==> config.mk <==
export PLATFORM = sky130hd
export DESIGN_NAME = dc_ascii_hex_word
export DESIGN_NICKNAME = d
export VERILOG_FILES = /design/src/rtl/dc_ascii_hex_word.sv
export SDC_FILE = /design/constraint.sdc
export NUM_CORES = 1
export LEC_CHECK = 0
export ABC_AREA = 1
export ABC_CLOCK_PERIOD_IN_PS = 3800
export CAP_MARGIN = 5
export CELL_PAD_IN_SITES_DETAIL_PLACEMENT = 0
export CELL_PAD_IN_SITES_GLOBAL_PLACEMENT = 2
export CORE_UTILIZATION = 30
export CTS_CLUSTER_SIZE = 14
export DETAILED_ROUTE_END_ITERATION = 10
export PLACE_DENSITY = 0.71
export RECOVER_POWER = 100
export SETUP_SLACK_MARGIN = 0.2
export SYNTH_ARGS = -nofsm -noshare
export SYNTH_HDL_FRONTEND = slang
export SYNTH_SLANG_ARGS = --single-unit
==> constraint.sdc <==
create_clock -name CLK -period 3.8 [get_ports CLK]
set_input_delay 0.38 -clock CLK [delete_from_list [all_inputs] [get_ports CLK]]
set_output_delay 0.38 -clock CLK [all_outputs]
set_load 0.01 [all_outputs]
==> src/rtl/dc_ascii_hex_word.sv <==
// dc_ascii_hex_word
//   Streaming ASCII hex-string parser. Takes one character per cycle over a
//   valid/ready handshake, decodes hex digits case-insensitively and packs
//   them MSB-first into a WIDTH-bit word. A word is emitted on a separator
//   (space, tab, LF, CR, optionally ',') or as soon as NUM_DIGITS digits
//   have been collected. Any other character discards the current token
//   and pulses ERR.
//
//   Parameters:
//     WIDTH     - output word width, multiple of 4 and >= 8
//     SEP_COMMA - 1: ',' is a separator, 0: ',' is invalid
//
//   Optional feature macro: DC_ASCII_HEX_PREFIX_0X_EN
//     When defined, a leading "0x"/"0X" on a token is accepted and dropped.
//
//   Ports:
//     CLK, RST_N          - clock (rising edge), async active-low reset
//     IN_ASCII/IN_VLD/IN_RDY - character input handshake
//     OUT_DATA/OUT_CNT    - parsed word (right-justified) and digit count
//     OUT_VLD/OUT_RDY     - word output handshake
//     ERR                 - one-cycle pulse on a discarded token
module dc_ascii_hex_word #(
    parameter int WIDTH      = 32,
    parameter int SEP_COMMA  = 1,
    localparam int NUM_DIGITS = WIDTH / 4,
    localparam int CNT_W      = $clog2(NUM_DIGITS + 1)
) (
    input  logic             CLK,
    input  logic             RST_N,
    input  logic [7:0]       IN_ASCII,
    input  logic             IN_VLD,
    output logic             IN_RDY,
    output logic [WIDTH-1:0] OUT_DATA,
    output logic [CNT_W-1:0] OUT_CNT,
    output logic             OUT_VLD,
    input  logic             OUT_RDY,
    output logic             ERR
);

    localparam logic [1:0] S_IDLE  = 2'd0;
    localparam logic [1:0] S_ACCUM = 2'd1;
    localparam logic [1:0] S_HOLD  = 2'd2;

    logic [WIDTH-1:0] acc_q, acc_d;
    logic [CNT_W-1:0] cnt_q, cnt_d;
    logic [1:0]       state_q, state_d;
    logic [WIDTH-1:0] out_data_q, out_data_d;
    logic [CNT_W-1:0] out_cnt_q, out_cnt_d;
    logic             out_vld_q, out_vld_d;
    logic             err_q, err_d;
`ifdef DC_ASCII_HEX_PREFIX_0X_EN
    logic             prefix_seen_q, prefix_seen_d;
    logic             is_x;
`endif

    logic             accept;
    logic             is_digit;
    logic             is_sep;
    logic [3:0]       nibble;
    logic [CNT_W-1:0] cnt_inc;

    assign accept = IN_VLD && !out_vld_q;

    // Character classification
    always_comb begin
        is_digit = 1'b0;
        nibble   = '0;
        if (IN_ASCII >= 8'h30 && IN_ASCII <= 8'h39) begin
            is_digit = 1'b1;
            nibble   = IN_ASCII[3:0];
        end else if ((IN_ASCII >= 8'h41 && IN_ASCII <= 8'h46) ||
                     (IN_ASCII >= 8'h61 && IN_ASCII <= 8'h66)) begin
            // 'A'/'a' have low nibble 1, so +9 maps them onto 0xA..0xF
            is_digit = 1'b1;
            nibble   = IN_ASCII[3:0] + 4'd9;
        end
        is_sep = (IN_ASCII == 8'h20) || (IN_ASCII == 8'h09) ||
                 (IN_ASCII == 8'h0A) || (IN_ASCII == 8'h0D) ||
                 ((SEP_COMMA != 0) && (IN_ASCII == 8'h2C));
`ifdef DC_ASCII_HEX_PREFIX_0X_EN
        is_x = (IN_ASCII == 8'h78) || (IN_ASCII == 8'h58);
`endif
    end

    // Next-state logic
    always_comb begin
        acc_d      = acc_q;
        cnt_d      = cnt_q;
        state_d    = state_q;
        out_data_d = out_data_q;
        out_cnt_d  = out_cnt_q;
        out_vld_d  = out_vld_q;
        err_d      = 1'b0;
        cnt_inc    = cnt_q + CNT_W'(1);
`ifdef DC_ASCII_HEX_PREFIX_0X_EN
        prefix_seen_d = prefix_seen_q;
`endif

        if (state_q == S_HOLD && OUT_RDY) begin
            out_vld_d = 1'b0;
            state_d   = S_IDLE;
        end

        // accept implies !out_vld_q, so this never overlaps the HOLD exit
        if (accept) begin
            if (is_digit) begin
                if (cnt_inc == CNT_W'(NUM_DIGITS)) begin
                    out_data_d = {acc_q[WIDTH-5:0], nibble};
                    out_cnt_d  = CNT_W'(NUM_DIGITS);
                    out_vld_d  = 1'b1;
                    acc_d      = '0;
                    cnt_d      = '0;
                    state_d    = S_HOLD;
`ifdef DC_ASCII_HEX_PREFIX_0X_EN
                    prefix_seen_d = 1'b0;
`endif
                end else begin
                    acc_d   = {acc_q[WIDTH-5:0], nibble};
                    cnt_d   = cnt_inc;
                    state_d = S_ACCUM;
                end
            end else if (is_sep) begin
                if (cnt_q != '0) begin
                    out_data_d = acc_q;
                    out_cnt_d  = cnt_q;
                    out_vld_d  = 1'b1;
                    acc_d      = '0;
                    cnt_d      = '0;
                    state_d    = S_HOLD;
                end
`ifdef DC_ASCII_HEX_PREFIX_0X_EN
                // a separator ends the token, including a bare "0x"
                prefix_seen_d = 1'b0;
`endif
`ifdef DC_ASCII_HEX_PREFIX_0X_EN
            end else if (is_x && cnt_q == CNT_W'(1) && acc_q == '0 && !prefix_seen_q) begin
                acc_d         = '0;
                cnt_d         = '0;
                state_d       = S_IDLE;
                prefix_seen_d = 1'b1;
`endif
            end else begin
                err_d   = 1'b1;
                acc_d   = '0;
                cnt_d   = '0;
                state_d = S_IDLE;
`ifdef DC_ASCII_HEX_PREFIX_0X_EN
                prefix_seen_d = 1'b0;
`endif
            end
        end
    end

    always_ff @(posedge CLK or negedge RST_N) begin
        if (!RST_N) begin
            acc_q      <= '0;
            cnt_q      <= '0;
            state_q    <= S_IDLE;
            out_data_q <= '0;
            out_cnt_q  <= '0;
            out_vld_q  <= 1'b0;
            err_q      <= 1'b0;
`ifdef DC_ASCII_HEX_PREFIX_0X_EN
            prefix_seen_q <= 1'b0;
`endif
        end else begin
            acc_q      <= acc_d;
            cnt_q      <= cnt_d;
            state_q    <= state_d;
            out_data_q <= out_data_d;
            out_cnt_q  <= out_cnt_d;
            out_vld_q  <= out_vld_d;
            err_q      <= err_d;
`ifdef DC_ASCII_HEX_PREFIX_0X_EN
            prefix_seen_q <= prefix_seen_d;
`endif
        end
    end

    assign IN_RDY   = !out_vld_q;
    assign OUT_DATA = out_data_q;
    assign OUT_CNT  = out_cnt_q;
    assign OUT_VLD  = out_vld_q;
    assign ERR      = err_q;

endmodule

# Word level (Yosys, flattened, before mapping)
# Cells that the tools add are included.
# Widths: inputs -> output; s select.
op_classes:
  add_sub_neg: 2
  magnitude_cmp: 6
  n_eq_ne: 9
  n_mux: 35
  reduce_logical: 16
op_table:
  columns: ["op", "count"]
  rows:
  - ["$mux 32", 8]
  - ["$mux 4", 10]
  - ["$eq 8x4->1 const B", 3]
  - ["$eq 8x6->1 const B", 2]
  - ["$ge 8x7->1 const B", 2]
  - ["$le 8x7->1 const B", 2]
  - ["$mux 2", 6]
  - ["$mux 1", 11]
  - ["$ge 8x6->1 const B", 1]
  - ["$le 8x6->1 const B", 1]
  - ["$logic_and 1x1->1", 5]
  - ["$logic_or 1x1->1", 5]
  - ["$add 4x1->4 const B", 1]
  - ["$add 4x4->4 const B", 1]
  - ["$eq 4x4->1 const B", 1]
  - ["$reduce_and 4->1", 1]
  - ["$reduce_bool 2->1", 2]
  - ["$reduce_bool 4->1", 1]
  - ["$ne 3x2->1 const B", 1]
  - ["$eq 2x2->1 const B", 1]
  - ["$ne 2x1->1 const B", 1]
  - ["$reduce_and 2->1", 1]
  - ["$logic_not 1->1", 1]
totals:
  reg_bits: 76
  inputBits: 12
  out_inout_bits: 39
  wordCells: 75

# Logic depth before layout (Yosys ltp)
# Gate-level depths: netlist of the first run.
logic_depth:
  depth_word: 8
  mapped_depth: 12
  mapped_depth_nobuf: 12

# Least setup slack after synthesis of the first run
# OpenSTA, ideal clock, no wires.
synth_timing:
  path_type: "input -> register"
  from: "input port IN_ASCII[0]"
  to: "register out_data_q[22], in the netlist OUT_DATA[22]"
  setup_ps: 117
  t_arrival_ps: 1589
  required_ps: 3683
  slack_ps: 2093
  stages: 12
  n_path_buf: 2
  path_cell_list: "inv_1 -> ha_1 -> o21ai_2 -> nand2_2 -> nand2_2 -> nand2_4 -> nand2_2 -> nand2_2 -> buf_6 -> buf_4 -> nand3_1 -> nand2_1"
synth_between:
  elab_chain_len: 7
  elab_cells_between_ends: 26
  cone_classes: "order compare (6); eq/ne (6); mux (3); reduce/logical (11)"
synth_rtl:
  columns: ["element", "line_no", "source"]
  rows:
  - ["start: declaration", "30", "input logic [7:0] IN_ASCII,"]
  - ["$ge 8x7->1 (tied with other cells)", "71", "end else if ((IN_ASCII >= 8'h41 && IN_ASCII <= 8'h46) ||"]
  - ["$logic_and 1x1->1 (tied with other cells)", "71", null]
  - ["$logic_or 1x1->1 (on tied branches)", "71, 77", null]
  - ["$mux 1 or $logic_or 1x1->1 (tied branches)", "71, 78", null]
  - ["$mux 1 or $logic_or 1x1->1 (tied branches)", "68, 78", null]
  - ["$ne 2x1->1 (no source line) or $reduce_bool 2->1 (tied branches)", null, null]
  - ["$reduce_and 4->1 (no source line)", null, null]
  - ["end signal: assignment", "170", "out_data_q <= out_data_d;"]
  - ["end: declaration", "47", "logic [WIDTH-1:0] out_data_q, out_data_d;"]
# Parallel ways exist; a longest one is shown, timed or not.
# A chain may end at the register's enable or synchronous reset.

# Final worst setup path of the first run
layout_timing:
  from: "input port IN_ASCII[0]"
  to: "register acc_q[12]"
layout_between:
  elab_chain_len: 7
  elab_cells_between_ends: 25
  cone_classes: "order compare (6); eq/ne (6); mux (4); reduce/logical (9)"
layout_rtl:
  columns: ["element", "line_no", "source"]
  rows:
  - ["$ge 8x7->1 (tied with other cells)", "71", null]
  - ["$logic_and 1x1->1 (tied with other cells)", "71", null]
  - ["$logic_or 1x1->1 (on tied branches)", "71, 77", null]
  - ["$mux 1 or $logic_or 1x1->1 (tied branches)", "71, 78", null]
  - ["$mux 1 or $logic_or 1x1->1 (tied branches)", "68, 78", null]
  - ["$ne 3x2->1 (no source line) or $mux 32 (tied branches)", null, null]
  - ["$reduce_and 2->1 (no source line) or $mux 32 (tied branches)", null, null]
  - ["end signal: assignment", "156", "acc_q <= '0;"]
  - ["end signal: assignment", "167", "acc_q <= acc_d;"]
  - ["end: declaration", "44", "logic [WIDTH-1:0] acc_q, acc_d;"]
# Parallel ways exist; a longest one is shown, timed or not.

==> metrics, run 1 <==
CTS H-tree lvls 3; n_diodes 0; largest net degree at the start of global routing 77; Slew Limit Fails 77; WHS 0.469 ns; DP HPWL 6.20 mm; RSZ-0062 raised after global routing false; Post-Synthesis Cells 478; main flop type after synthesis dfrtp_1; vias per cell 4.60; Synth area leader dfrtp_1; ys async rst share 100%; Tcrit/Tclk final 78.0%; design area 0.00469 mm²; top-count cell post-synth nand2_1; Critical Path Max Stage Delay 0.66 ns; Remaining Overflow, GRT 0; WL/cell 13.5 µm; Worst Path Buf+Inv 4; failing checks max-capacitance violations, max-slew violations; critical-path cell list dlygate4sd3_1 > inv_1 > ha_1 > nand3_1 > nand3_1 > nand2_4 > nand2_1 > inv_1 > buf_4 > nand3_1 > o21ai_0; MaxCap Viol Count 1; fmax 338 MHz; GP Congestion 0.777; CTS tree yes; Crit Path Class primary input to flip-flop; Post-DP Area 0.00454 mm²; first-pass GRT wire length 15.8 mm; Die Width 117 µm; DR pass1 iterations 4; Area contributors post-synth dfrtp_1, nand2_1, nand3_1, o21ai_2, inv_1; Routed WL 9.40 mm; most instantiated cells after synthesis nand2_1, dfrtp_1, nand3_1, inv_1, o21ai_2; share of layout cells above drive strength 1 7.25%; vias in the first global route 3143; maximum fanout along the worst path 26; worst slack, placed 0.652 ns; final core occ 36.8%; Synth Area per Inst 8.30 µm²; Peak VDD IR 0.000182 V; Starting Density 31.0%; min-delay worst type flip-flop to flip-flop; Post-CTS Hold Buffers 0; Clock Pin Slew Worst Setup and Hold Paths 0.06 ns; Seq cells post-synth 76; status complete, but fails checks; clock sink count 76; ANT nets after route 0; Ys Warns 0; post-synth top area share 48.0%; fin crit period 2.96 ns; Core Region 0.0128 mm²; post-cts sizing count 0; port bufs 50; drt initial violations 174; Syn Nets 496; Top cell by count, worst path nand3_1; final net count 538; IO Count 51; EDFF count, synth 0; die area 0.0137 mm²; final setup violation count 0; clk buf depth 2; Remaining DRCs 0; vias 3201; Leakage 2.31 nW; Fin. Hold Viols 0; # Post-CTS Setup Buffers 0; clock latency on the worst-skew pair 0.34 ns; Worst setup EP type flip-flop; post-synthesis cell area 0.00397 mm²; sequential cell area fraction in the yosys report 48.0%; Slowest cell on crit path dlygate4sd3_1; worst endpoint required time 4.05 ns; relative slew slack -30.9%; Pwr per Cell Area 445 mW/mm²; Yosys cell types 28; CP top delay family buffers and inverters; Slew @ Worst Pin 1.96 ns; row count 41; setup TNS 0 ns; Total GRT Usage 15.4%; Die Y 117 µm; antenna violations before repair 0; Final WS setup 0.837 ns; critical path arrival 3.21 ns; Clock Tree Root clkbuf_16; CP startpoint kind primary input; Setup Skew 0.00386 ns; Layout area overhead 18.4%; CTS buffer count 9
-- cells in the final DEF (no fill, tap or decap) --
| cell | Yosys | final |
|---|---|---|
| nand2_1 | 145 | 147 |
| dfrtp_1 | 76 | 76 |
| nand3_1 | 72 | 73 |
| o21ai_0 | 30 | 55 |
| inv_1 | 45 | 47 |
| dlygate4sd3_1 | 0 | 40 |
| nor2_1 | 9 | 10 |
| clkbuf_16 | 0 | 9 |
| clkdlybuf4s50_1 | 0 | 9 |
| nand4_1 | 7 | 7 |
| o21ai_2 | 31 | 6 |
| o21ai_1 | 6 | 6 |
| ha_1 | 6 | 6 |
| buf_4 | 8 | 6 |
| nand2_2 | 5 | 4 |
| clkbuf_1 | 4 | 3 |
| inv_2 | 4 | 2 |
| nor2_2 | 2 | 2 |
| a21oi_1 | 2 | 2 |
| xor2_1 | 2 | 2 |
| clkbuf_8 | 0 | 2 |
| nand2_4 | 2 | 1 |
| nand3b_1 | 1 | 1 |
| clkinv_1 | 1 | 1 |
| inv_4 | 1 | 1 |
| nand3_4 | 1 | 1 |
| nor2_4 | 2 | 1 |
| o211ai_1 | 1 | 1 |
| clkinvlp_4 | 0 | 1 |
| clkbuf_2 | 1 | 1 |
| buf_12 | 0 | 1 |
-- routing by layer --
metal  vias to the layer above  wire, µm  GRT usage [%]
met4                         0       187           6.92
met1                      1508      4480           20.0
met2                        44      4490           24.9
met3                        17       237           2.83
li1                       1632         -              -
met5                         -         0              0
-- flip-flops by register name (all words and copies together) (netlist names) --
register,cells
state_q,2
OUT_VLD,1
ERR,1
acc_q,32
OUT_DATA,32
cnt_q,4
OUT_CNT,4
-- tightest hold or removal path, stage by stage, from the launching register on --
cell,delay [ns]
dfrtp_1,0.33
nand2_1,0.05
nand2_1,0.05
-- layout make-up --
class,instances,area [µm²]
multi-input cells,325,1550
fillers,1345,8080
inverters,51,194
clock inverters,1,7.51
repair buffers,57,561
flip-flops and latches,76,1900
clock buffers,14,264
well taps,172,215
-- power by group --
| part | switching, W | internal, W |
|---|---|---|
| Combinational | 0.000239 | 0.000143 |
| Sequential | 0.0000357 | 0.000870 |
| Clock | 0.000326 | 0.000475 |
-- through the flow --
| step | total power (W) | instances |
|---|---|---|
| floorplan | 0.00116 | 478 |
| global placement | 0.00136 | 681 |
| detailed placement | 0.00136 | 681 |
| CTS | 0.00217 | 696 |
| global route | 0.00220 | 696 |
| finish | 0.00209 | 696 |
-- kinds of logic after synthesis --
kind of cell | synth area share (%)
flops | 48.0
fa+ha+maj | 1.89
xor+xnor | 0.442
simple gates | 27.9
buf+inv | 9.97
compound gates | 11.8
-- path summary, 6_finish.rpt --
| path | start | slack (ns) | to | cells past startpoint |
|---|---|---|---|---|
| setup reg to reg | OUT_VLD | 1.23 | acc_q[18] | 7 |
| max in group asynchronous | RST_N | 2.04 | OUT_DATA[15] | 1 |
| min in group asynchronous | RST_N | 0.56 | OUT_DATA[25] | 1 |
| hold reg to reg | OUT_DATA[19] | 0.47 | OUT_DATA[19] | 2 |
| setup / recovery | IN_ASCII[0] | 0.84 | acc_q[12] | 11 |
| hold / removal | OUT_DATA[19] | 0.47 | OUT_DATA[19] | 2 |
Note: power is estimated with default switching activity, not from simulation.
==> run 2, diff against run 1 <==
- ABC_CLOCK_PERIOD_IN_PS: 3800 -> 2500
- PLACE_DENSITY: 0.71 -> 0.74
- clock period: 3.8 -> 2.5 ns (I/O delays scaled with it)
==> run 2 against run 1 <==
Effect of this change: the flow now finishes without violations; worst setup slack got worse by 0.55 ns; final area increased by 5.3%; first-iteration DRC count decreased by 23%; clock-buffer cell count decreased by 2; register-to-register slack got worse by 0.68 ns; clock skew increased by 0.0011 ns; via count increased by 0.59%; non-clock buffer count increased by 8; critical path type unchanged; critical endpoint is now OUT_DATA[11].
==> metrics, run 2 (same netlist as run 1, synthesis figures left out) <==
first-pass GRT wire length 15.9 mm; most common cell after layout, fill and taps aside nand2_1; antenna violations before repair 0; critical path arrival 2.43 ns; final net count 546; Layout area overhead 24.6%; Setup Skew 0.00497 ns; ANT nets after route 0; clock sink count 76; n_diodes 0; setup TNS 0 ns; Die Y 117 µm; Post-Place Cells 688; MaxCap Viol Count 0; Core Region 0.0128 mm²; final setup violation count 0; vias in the first global route 3137; vias per cell 4.57; Tcrit/Tclk final 88.3%; Total GRT Usage 15.4%; Clock Pin Slew Worst Setup and Hold Paths 0.06 ns; Remaining DRCs 0; # Post-CTS Setup Buffers 0; Slew @ Worst Pin 1.00 ns; Worst setup EP type flip-flop; CTS H-tree lvls 3; Worst Path Buf+Inv 3; CP startpoint kind primary input; fin crit period 2.21 ns; min-delay worst type flip-flop to flip-flop; Pwr per Cell Area 701 mW/mm²; post-route insts no fill 705; Starting Density 31.0%; largest net degree at the start of global routing 57; worst endpoint required time 2.72 ns; RSZ-0062 raised after global routing false; Die Width 117 µm; port bufs 50; Remaining Overflow, GRT 0; maximum fanout along the worst path 27; CTS tree yes; Slew Limit Fails 0; commonest non-fill, non-tap cells in the layout nand2_1, dfrtp_1, nand3_1; share of layout cells above drive strength 1 11.6%; Leakage 2.43 nW; fmax 453 MHz; CTS buffer count 9; relative slew slack 33.0%; Peak VDD IR 0.000295 V; drt initial violations 134; DR pass1 iterations 4; clk buf depth 2; Fin. Hold Viols 0; Crit Path Class primary input to flip-flop; WL/cell 13.3 µm; DP HPWL 6.31 mm; die area 0.0137 mm²; critical-path cell list dlygate4sd3_1 > inv_1 > ha_1 > nand3_1 > nand3_1 > nand2_4 > nand2_2 > nand2_2 > nand3_4 > buf_12 > nand2_1 > nand2_1; Routed WL 9.36 mm; Critical Path Max Stage Delay 0.66 ns; Clock Tree Root clkbuf_16; CP top delay family buffers and inverters; vias 3220; status completed; row count 41; IO Count 51; clock latency on the worst-skew pair 0.34 ns; GP Congestion 0.756; Slowest cell on crit path dlygate4sd3_1; post-cts sizing count 0; Reg2Reg Setup Slack 0.55 ns
[run 2: cell count changes in the layout (fill, tap and decap cells not counted), moves of 2 or more]
cell,delta
o21ai_0,-9
o21ai_2,+9
buf_12,+6
clkbuf_1,-3
bufinv_16,+2
clkinv_2,+2
inv_1,-2
inv_2,+2
nand2_1,-2
[run 2: worst paths after layout]
path / from / cells after the start / end
worst max-delay path: IN_ASCII[0] / 12 / OUT_DATA[11]
worst min-delay path: OUT_CNT[1] / 2 / OUT_CNT[1]
worst max register to register: cnt_q[0] / 9 / OUT_DATA[11]
worst min register to register: OUT_CNT[1] / 2 / OUT_CNT[1]
max in group asynchronous: RST_N / 3 / OUT_DATA[13]
min in group asynchronous: RST_N / 2 / OUT_DATA[22]
[run 2: per-layer routing]
layer | up-vias | share of wire, % | global-route usage, %
met1 | 1518 | 49 | 20.0
met3 | 12 | 2.0 | 2.32
li1 | 1647 | - | -
met4 | 0 | 2.0 | 6.84
met5 | - | 0 | 0
met2 | 43 | 47 | 25.4
[run 2: tightest hold or removal path, stage by stage (launching register included)]
cell and delay [ns]:
dfrtp_1 0.34, nand2_1 0.05, nand2_1 0.04
[run 2: report_power, final]
| group | switching, W | internal [W] | leakage (nW) |
|---|---|---|---|
| logic | 0.000385 | 0.000254 | 1.21 |
| registers | 0.0000528 | 0.00132 | 1.05 |
| clock network | 0.000498 | 0.000952 | 0.169 |
[run 2: stage by stage]
stage	util [%]	power (W)	hold slack (ns)	instance area (µm²)	worst slack (ns)
after global routing	38.7	0.00365	0.503	4940	0.130
final	38.7	0.00346	0.467	4940	0.292
after detailed placement	36.6	0.00210	0.271	4670	0.0421
after global placement	36.6	0.00210	0.266	4670	0.0879
after CTS	39.3	0.00358	0.459	5020	0.392
after floorplan	-	0.00177	-0.0456	3970	0.923
[run 2: what timing repair did]
item	CTS	global route
setup endpoints to repair	0	0
hold buffers	1	0
endpoints found under the hold margin	37	0
[run 2: final cells by class]
class                   count  area [µm²]
clock buffers              12         267
well taps                 172         215
clock inverters             4        70.1
multi-input cells         325        1600
fillers                  1336        7830
inverters                  51         194
flip-flops and latches     76        1900
repair buffers             65         698
